**src/rtl/cpu_pkg.sv**
```systemverilog
// Shared definitions for the 3-stage CPU: opcode encodings, flag bit positions
// and the control bundle carried between pipeline stages.
package cpu_pkg;

    localparam int DATA_W = 16;
    localparam int REG_W  = 4;
    localparam int OPC_W  = 5;

    localparam logic [OPC_W-1:0] OP_ADD     = 5'b00000;
    localparam logic [OPC_W-1:0] OP_SUB     = 5'b00001;
    localparam logic [OPC_W-1:0] OP_AND     = 5'b00010;
    localparam logic [OPC_W-1:0] OP_OR      = 5'b00011;
    localparam logic [OPC_W-1:0] OP_XOR     = 5'b00100;
    localparam logic [OPC_W-1:0] OP_NOOP    = 5'b00101;
    localparam logic [OPC_W-1:0] OP_MUL     = 5'b00110;
    localparam logic [OPC_W-1:0] OP_BRANCH  = 5'b00111;
    localparam logic [OPC_W-1:0] OP_IMML    = 5'b01000;
    localparam logic [OPC_W-1:0] OP_IMMH    = 5'b01001;
    localparam logic [OPC_W-1:0] OP_LOAD    = 5'b01010;
    localparam logic [OPC_W-1:0] OP_STORE   = 5'b01011;
    localparam logic [OPC_W-1:0] OP_DBLOAD  = 5'b01100;
    localparam logic [OPC_W-1:0] OP_DBSTORE = 5'b01101;

    // Bit positions inside the {N,V,Z} flag register.
    localparam int NVZ_N = 2;
    localparam int NVZ_V = 1;
    localparam int NVZ_Z = 0;

    typedef struct packed {
        logic             alu_to_reg;
        logic             mem_to_reg;
        logic             bus_to_reg;
        logic             mem_read;
        logic             mem_write;
        logic             bus_write;
        logic [REG_W-1:0] wb_addr;
    } exec_ctrl_t;

    localparam exec_ctrl_t CTRL_BUBBLE = '0;

    // Everything the execute stage needs to (re)issue one instruction.
    typedef struct packed {
        logic [OPC_W-1:0]  opcode;
        logic [DATA_W-1:0] imm;
        logic [REG_W-1:0]  sr1;
        logic [REG_W-1:0]  sr2;
        logic [DATA_W-1:0] data1;
        logic [DATA_W-1:0] data2;
        logic              alu_src;
        exec_ctrl_t        ctrl;
    } exec_instr_t;

    typedef enum logic {
        MUL_IDLE,
        MUL_BUSY
    } mul_state_e;

    function automatic logic updates_flags(input logic [OPC_W-1:0] op);
        return op inside {OP_ADD, OP_SUB, OP_AND, OP_OR, OP_XOR};
    endfunction

endpackage

```
**src/rtl/ex_mul16.sv**
```systemverilog
// Iterative unsigned 16x16 shift-add multiplier returning the low 16 bits.
// The first partial product is taken on the start edge; done is high for one cycle.
module ex_mul16 import cpu_pkg::*; #(
    parameter int MUL_CYCLES = 16
) (
    input  logic              clk,
    input  logic              rst_n,
    input  logic              start_i,
    input  logic [DATA_W-1:0] a_i,
    input  logic [DATA_W-1:0] b_i,
    output logic              busy_o,
    output logic              done_o,
    output logic [DATA_W-1:0] result_o
);

    localparam int STEP  = DATA_W / MUL_CYCLES;
    localparam int CNT_W = $clog2(MUL_CYCLES);

    mul_state_e        state_q, state_d;
    logic [CNT_W-1:0]  cnt_q;
    logic [DATA_W-1:0] a_q, b_q, acc_q;

    function automatic logic [DATA_W-1:0] partial(input logic [DATA_W-1:0] a,
                                                  input logic [STEP-1:0]   bits);
        logic [DATA_W-1:0] sum;
        sum = '0;
        for (int i = 0; i < STEP; i++) begin
            if (bits[i]) sum = sum + (a << i);
        end
        return sum;
    endfunction

    always_comb begin
        // NOTE: default first so every path assigns state_d and no latch is inferred.
        state_d = state_q;
        case (state_q)
            MUL_IDLE: if (start_i) state_d = MUL_BUSY;
            MUL_BUSY: if (cnt_q == '0) state_d = MUL_IDLE;
            default:  state_d = MUL_IDLE;
        endcase
    end

    // NOTE: non-blocking assignments so every register samples pre-edge values.
    always_ff @(posedge clk or negedge rst_n) begin
        if (!rst_n) begin
            state_q <= MUL_IDLE;
            cnt_q   <= '0;
            a_q     <= '0;
            b_q     <= '0;
            acc_q   <= '0;
        end else begin
            state_q <= state_d;
            if (start_i && state_q == MUL_IDLE) begin
                acc_q <= partial(a_i, b_i[STEP-1:0]);
                a_q   <= a_i << STEP;
                b_q   <= b_i >> STEP;
                cnt_q <= CNT_W'(MUL_CYCLES - 1);
            end else if (state_q == MUL_BUSY && cnt_q != '0) begin
                acc_q <= acc_q + partial(a_q, b_q[STEP-1:0]);
                a_q   <= a_q << STEP;
                b_q   <= b_q >> STEP;
                cnt_q <= cnt_q - 1'b1;
            end
        end
    end

    assign busy_o   = (state_q == MUL_BUSY);
    assign done_o   = (state_q == MUL_BUSY) && (cnt_q == '0);
    assign result_o = acc_q;

endmodule

```
**src/rtl/execute_stage.sv**
```systemverilog
// Execute stage: operand forwarding, ALU / iterative multiply, NVZ flags,
// load-use and multiply stalls with a one-entry hold buffer, EX/MEM register.
module execute_stage import cpu_pkg::*; #(
    parameter int MUL_CYCLES = 16
) (
    input  logic              clk,
    input  logic              rst_n,
    input  logic [OPC_W-1:0]  iOpcode,
    input  logic [DATA_W-1:0] iImm,
    input  logic [REG_W-1:0]  iSr1,
    input  logic [REG_W-1:0]  iSr2,
    input  logic [DATA_W-1:0] iData1,
    input  logic [DATA_W-1:0] iData2,
    input  logic              iAlutoReg,
    input  logic              iMemtoReg,
    input  logic              iBustoReg,
    input  logic [REG_W-1:0]  iWriteBackAddr,
    input  logic              iALUSrc,
    input  logic              iMemRead,
    input  logic              iMemWrite,
    input  logic              iBusWrite,
    input  logic              iWbEn,
    input  logic [REG_W-1:0]  iWbAddr,
    input  logic [DATA_W-1:0] iWbData,
    output logic              oStall,
    output logic [2:0]        oNVZ,
    output logic [DATA_W-1:0] oAluResult,
    output logic [DATA_W-1:0] oStoreData,
    output logic              oAlutoReg,
    output logic              oMemtoReg,
    output logic              oBustoReg,
    output logic [REG_W-1:0]  oWriteBackAddr,
    output logic              oMemRead,
    output logic              oMemWrite,
    output logic              oBusWrite
);

    exec_instr_t       port_instr, src, hold_q, hold_d;
    logic              hold_valid_q, hold_valid_d;
    exec_ctrl_t        ctrl_q, ctrl_d;
    logic [DATA_W-1:0] result_q, result_d, store_q, store_d;
    logic [2:0]        nvz_q, nvz_d;

    logic              ex_fwd, sr2_used, load_use, is_mul, stall;
    logic              mul_start, mul_busy, mul_done;
    logic [DATA_W-1:0] mul_result, op_a, op_b, alu_b, alu_res, sum, diff;
    logic              ovf, flags_upd;

    always_comb begin
        port_instr                 = '0;
        port_instr.opcode          = iOpcode;
        port_instr.imm             = iImm;
        port_instr.sr1             = iSr1;
        port_instr.sr2             = iSr2;
        port_instr.data1           = iData1;
        port_instr.data2           = iData2;
        port_instr.alu_src         = iALUSrc;
        port_instr.ctrl.alu_to_reg = iAlutoReg;
        port_instr.ctrl.mem_to_reg = iMemtoReg;
        port_instr.ctrl.bus_to_reg = iBustoReg;
        port_instr.ctrl.mem_read   = iMemRead;
        port_instr.ctrl.mem_write  = iMemWrite;
        port_instr.ctrl.bus_write  = iBusWrite;
        port_instr.ctrl.wb_addr    = iWriteBackAddr;
    end

    assign src = hold_valid_q ? hold_q : port_instr;

    // EX/MEM forwards only pure ALU results; loads resolve through MEM/WB.
    assign ex_fwd = ctrl_q.alu_to_reg && !ctrl_q.mem_to_reg && !ctrl_q.bus_to_reg;

    always_comb begin
        op_a = src.data1;
        if (src.sr1 != '0 && ex_fwd && ctrl_q.wb_addr == src.sr1)
            op_a = result_q;
        else if (src.sr1 != '0 && iWbEn && iWbAddr == src.sr1)
            op_a = iWbData;

        op_b = src.data2;
        if (src.sr2 != '0 && ex_fwd && ctrl_q.wb_addr == src.sr2)
            op_b = result_q;
        else if (src.sr2 != '0 && iWbEn && iWbAddr == src.sr2)
            op_b = iWbData;
    end

    assign alu_b    = src.alu_src ? src.imm : op_b;
    assign sr2_used = !src.alu_src || src.opcode == OP_STORE || src.opcode == OP_DBSTORE;
    assign load_use = (ctrl_q.mem_to_reg || ctrl_q.bus_to_reg) && ctrl_q.wb_addr != '0 &&
                      (src.sr1 == ctrl_q.wb_addr || (sr2_used && src.sr2 == ctrl_q.wb_addr));

    assign is_mul    = (src.opcode == OP_MUL);
    assign mul_start = is_mul && !mul_busy && !load_use;
    assign stall     = load_use || mul_start || (mul_busy && !mul_done);
    assign oStall    = stall && rst_n;

    ex_mul16 #(.MUL_CYCLES(MUL_CYCLES)) u_mul (
        .clk      (clk),
        .rst_n    (rst_n),
        .start_i  (mul_start),
        .a_i      (op_a),
        .b_i      (op_b),
        .busy_o   (mul_busy),
        .done_o   (mul_done),
        .result_o (mul_result)
    );

    assign sum  = op_a + alu_b;
    assign diff = op_a - alu_b;

    always_comb begin
        alu_res = '0;
        ovf     = 1'b0;
        case (src.opcode)
            OP_ADD: begin
                alu_res = sum;
                ovf     = (op_a[15] == alu_b[15]) && (sum[15] != op_a[15]);
            end
            OP_SUB: begin
                alu_res = diff;
                ovf     = (op_a[15] != alu_b[15]) && (diff[15] != op_a[15]);
            end
            OP_AND:   alu_res = op_a & alu_b;
            OP_OR:    alu_res = op_a | alu_b;
            OP_XOR:   alu_res = op_a ^ alu_b;
            OP_IMML:  alu_res = src.imm;
            OP_IMMH:  alu_res = {src.imm[15:8], op_a[7:0]};
            OP_LOAD, OP_STORE, OP_DBLOAD, OP_DBSTORE: alu_res = op_a + src.imm;
            OP_MUL:   alu_res = mul_result;
            default:  alu_res = '0;
        endcase
    end

    assign flags_upd = !stall && (updates_flags(src.opcode) || (is_mul && mul_done));

    always_comb begin
        ctrl_d   = src.ctrl;
        result_d = alu_res;
        store_d  = op_b;
        if (stall) begin
            ctrl_d   = CTRL_BUBBLE;
            result_d = '0;
            store_d  = '0;
        end

        nvz_d = nvz_q;
        if (flags_upd) begin
            nvz_d[NVZ_N] = alu_res[15];
            nvz_d[NVZ_V] = ovf;
            nvz_d[NVZ_Z] = (alu_res == '0);
        end
    end

    // Capture forwarded operands so the replay sees values no longer on the bypass.
    always_comb begin
        hold_d       = hold_q;
        hold_valid_d = hold_valid_q;
        if (load_use || mul_start) begin
            hold_d       = src;
            hold_d.data1 = op_a;
            hold_d.data2 = op_b;
            hold_valid_d = 1'b1;
        end else if (!mul_busy || mul_done) begin
            hold_valid_d = 1'b0;
        end
    end

    always_ff @(posedge clk or negedge rst_n) begin
        if (!rst_n) begin
            hold_valid_q <= 1'b0;
            ctrl_q       <= CTRL_BUBBLE;
            result_q     <= '0;
            store_q      <= '0;
            nvz_q        <= '0;
        end else begin
            hold_valid_q <= hold_valid_d;
            ctrl_q       <= ctrl_d;
            result_q     <= result_d;
            store_q      <= store_d;
            nvz_q        <= nvz_d;
        end
    end

    // NOTE: the buffer payload is not reset; hold_valid_q decides whether it is ever read.
    always_ff @(posedge clk) begin
        hold_q <= hold_d;
    end

    assign oNVZ           = nvz_q;
    assign oAluResult     = result_q;
    assign oStoreData     = store_q;
    assign oAlutoReg      = ctrl_q.alu_to_reg;
    assign oMemtoReg      = ctrl_q.mem_to_reg;
    assign oBustoReg      = ctrl_q.bus_to_reg;
    assign oWriteBackAddr = ctrl_q.wb_addr;
    assign oMemRead       = ctrl_q.mem_read;
    assign oMemWrite      = ctrl_q.mem_write;
    assign oBusWrite      = ctrl_q.bus_write;

endmodule
```
**config.mk**
```make
export PLATFORM = sky130hd
export DESIGN_NAME = execute_stage
export DESIGN_NICKNAME = d
export VERILOG_FILES = /design/src/rtl/cpu_pkg.sv /design/src/rtl/ex_mul16.sv /design/src/rtl/execute_stage.sv
export SDC_FILE = /design/constraint.sdc
export NUM_CORES = 1
export LEC_CHECK = 0
export CORE_MARGIN = 4
export CORE_UTILIZATION = 35
export CTS_CLUSTER_DIAMETER = 80
export DETAILED_ROUTE_END_ITERATION = 16
export GPL_ROUTABILITY_DRIVEN = 0
export SETUP_SLACK_MARGIN = 0.4
export SYNTH_ARGS = -nofsm -noshare
export SYNTH_HDL_FRONTEND = slang
export SYNTH_HIERARCHICAL = 1
export SYNTH_SLANG_ARGS = --single-unit
```
**constraint.sdc**
```tcl
create_clock -name clk -period 13.55 [get_ports clk]
set_input_delay 1.355 -clock clk [delete_from_list [all_inputs] [get_ports clk]]
set_output_delay 1.355 -clock clk [all_outputs]
set_load 0.05 [all_outputs]
```
==> results_dict.tcl <==
set metrics [dict create \
    worstPathRequired_ns 13.94 \
    finalSetupTns_ns 0 \
    ys_warn_count 6 \
    start_util_pct 35.8 \
    area_growth_pct 19.2 \
    rows 68 \
    grtUsageMet3_pct 3.56 \
    max_freq_mhz 152 \
    firstDrtPassIters 5 \
    hold_start "oNVZ[0]" \
    coreArea_um2 34900 \
    setup_viol 0 \
    use_met2_pct 33.4 \
    final_cell_mix "152 x nand2_1, 139 x clkdlybuf4s50_1, 112 x nor2_1, 96 x dfrtp_1, 77 x ha_1" \
    max-vdd-ir-drop_uv 127 \
    cp-startpoint "iSr2[2]" \
    wl_um 41500 \
    synth_edf_count 72 \
    post_cts_buffers 0 \
    synthCells 1383 \
    port_buffers 140 \
    ioPinCount 141 \
    cp-endpoint "oNVZ[0]" \
    rrSetupSlack_ns 7.32 \
    drcViolationCount 0 \
    gr-usage-all-layers_pct 20.8 \
    clock_latency_ns 0.45 \
    postPlaceCellArea_um2 14300 \
    dieArea_um2 38800 \
    async_flop_share_pct 57.4 \
    wl_per_cell_um 21.2 \
    mostFrequentLayoutCell "nand2_1" \
    reg2reg_to "oNVZ[0]" \
    cts_buffers 17 \
    rr_worst_depth 19 \
    drt_iter0_markers 832 \
    grt_pass1_vias 11000 \
    crit_path_end_kind "register" \
    grt_setup_unrepaired "false" \
    clockBufferDepth 2 \
    drive_gt1_share_pct 8.39 \
    tritoncts "done" \
    cts_resized 0 \
    avgSynthCellArea_um2 9.04 \
    grt-ovfl-total 0 \
    die_h_um 197 \
    cts.sinks 169 \
    synth_ff_type "dfrtp_1" \
    start_kind "primary input" \
    min_path_type "reg2reg" \
    ys_seq_elements 169 \
    p_leak_nw 5.97 \
    grtUsageMet1_pct 28.8 \
    final_util_pct 42.7 \
    antenna_found_initial 1 \
    yosysSeqAreaShare_pct 36.7 \
    clkTransAtPathRegs_ns 0.07 \
    syn_nets 1559 \
    viasPerCell 5.67 \
    tightest_slew_ns 1.24 \
    chipWidth_um 197 \
    fill_cells 3419 \
    grt_first_pass_wirelength_um 63600 \
    path_class "in2reg" \
    syn_area_um2 12500 \
    vias 11100 \
    status "completed" \
    hold_depth 2 \
    ys_types 83 \
    grt_max_degree 60 \
    slew_viol_final 0 \
    hold_viol 0 \
    rr_startpoint "hold_valid_q" \
    ant_nets 0 \
    holdBufCountCts 0 \
    fin_crit_ns 6.59 \
    num_antenna_cells 0 \
    slew_headroom_pct 17.0 \
    fin_crit_sh_pct 48.6 \
    fin_area_um2 14900 \
    finClkSkew_ns 0.0122 \
    pwr_density_cell_nw_per_um2 224 \
    root_buffer "clkbuf_16" \
    dp_hpwl_um 31300 \
    h-tree-depth 4 \
    grt-busiest-layer "met2" \
    maxCapViolCount 0 \
    nets 1665 \
    crit_fanout 32 \
    worst_ep_arrival_time_ns 6.98 \
]
## Yosys cell counts, types with 27 or more instances
library cell / instances / area [um2]
mux2_2: 33 / 372
a211oi_1: 38 / 285
ha_1: 77 / 963
a21oi_1: 66 / 330
mux2i_1: 58 / 581
o21ai_1: 49 / 245
dfrtp_1: 97 / 2430
nor2b_1: 53 / 332
o22ai_1: 28 / 175
edfxtp_1: 72 / 2160
nor2_1: 112 / 420
a31oi_1: 37 / 231
inv_1: 59 / 221
clkbuf_1: 50 / 188
nand2_1: 152 / 571
xnor2_1: 27 / 236
## layer usage
metal | vias to the layer above | part of all wire, %
li1 | 5250 | -
met1 | 5342 | 44
met2 | 440 | 46
met3 | 66 | 7.4
met4 | 0 | 2.7
met5 | - | 0
## per-stage QoR
step / worst slack, ns / std cells / total power, mW / hold WS (ns)
3_3_place_gp: 6.60 / 1925 / 2.80 / 0.478
4_1_cts: 7.03 / 1957 / 3.34 / 0.499
2_1_floorplan: 7.78 / 1383 / 2.27 / 0.439
6_report: 6.96 / 1957 / 3.34 / 0.501
3_5_place_dp: 6.55 / 1925 / 2.83 / 0.483
5_1_grt: 6.48 / 1957 / 3.57 / 0.525
## worst min-delay path by stage
stage | slack (ns) | to
after detailed placement | 0.48 | oNVZ[0]
final | 0.50 | oNVZ[0]
after global placement | 0.48 | oNVZ[0]
after global routing | 0.53 | oNVZ[0]
after floorplan | 0.44 | u_mul/result_o[0]
after CTS | 0.50 | oNVZ[0]
## power by group
group | leakage [nW] | switching, mW | internal [mW]
clock network | 0.286 | 0.238 | 0.262
logic | 3.86 | 1.24 | 0.749
registers | 1.82 | 0.133 | 0.723
total | 5.97 | 1.61 | 1.73
## cell type report
type	instances	area (um2)	share of cell area, %
clock inverter	14	153	1.02
tap	455	569	3.82
timing repair buffer	164	1580	10.6
multi-input combinational	1060	7290	48.9
inverter	77	289	1.94
clock buffer	18	429	2.88
sequential	169	4590	30.8
## critical path, cell delays in order
cell	delay (ns)
clkdlybuf4s50_1	0.41
mux2i_1	0.46
xnor2_1	0.11
or4_1	0.52
buf_4	0.26
nand2_1	0.09
o21ai_1	0.06
o21ai_1	0.52
o21a_1	0.27
inv_2	0.08
ha_1	0.21
o311ai_1	0.38
o21ai_1	0.22
o41ai_1	0.68
o31ai_1	0.23
a2111oi_0	0.48
nand2_1	0.12
a211oi_1	0.29
nand4_1	0.14
nand2_1	0.09
## sequential cells by signal, indices dropped and copies added, names as in the netlist, 3 cells and up
register        count
oWriteBackAddr      4
hold_q             72
oNVZ                3
oStoreData         16
u_mul/b_q          15
u_mul/result_o     16
u_mul/a_q          15
oAluResult         16
u_mul/cnt_q         4
## kinds of logic after synthesis
logic type | count (synthesis) | share of synthesized area, %
compound gates | 380 | 20.5
xor+xnor | 42 | 2.94
fa+ha+maj | 81 | 8.35
buf+inv | 154 | 5.14
flops | 169 | 36.7
mux | 97 | 8.32
simple gates | 460 | 18.1
Power figures use the tool's default switching activity.
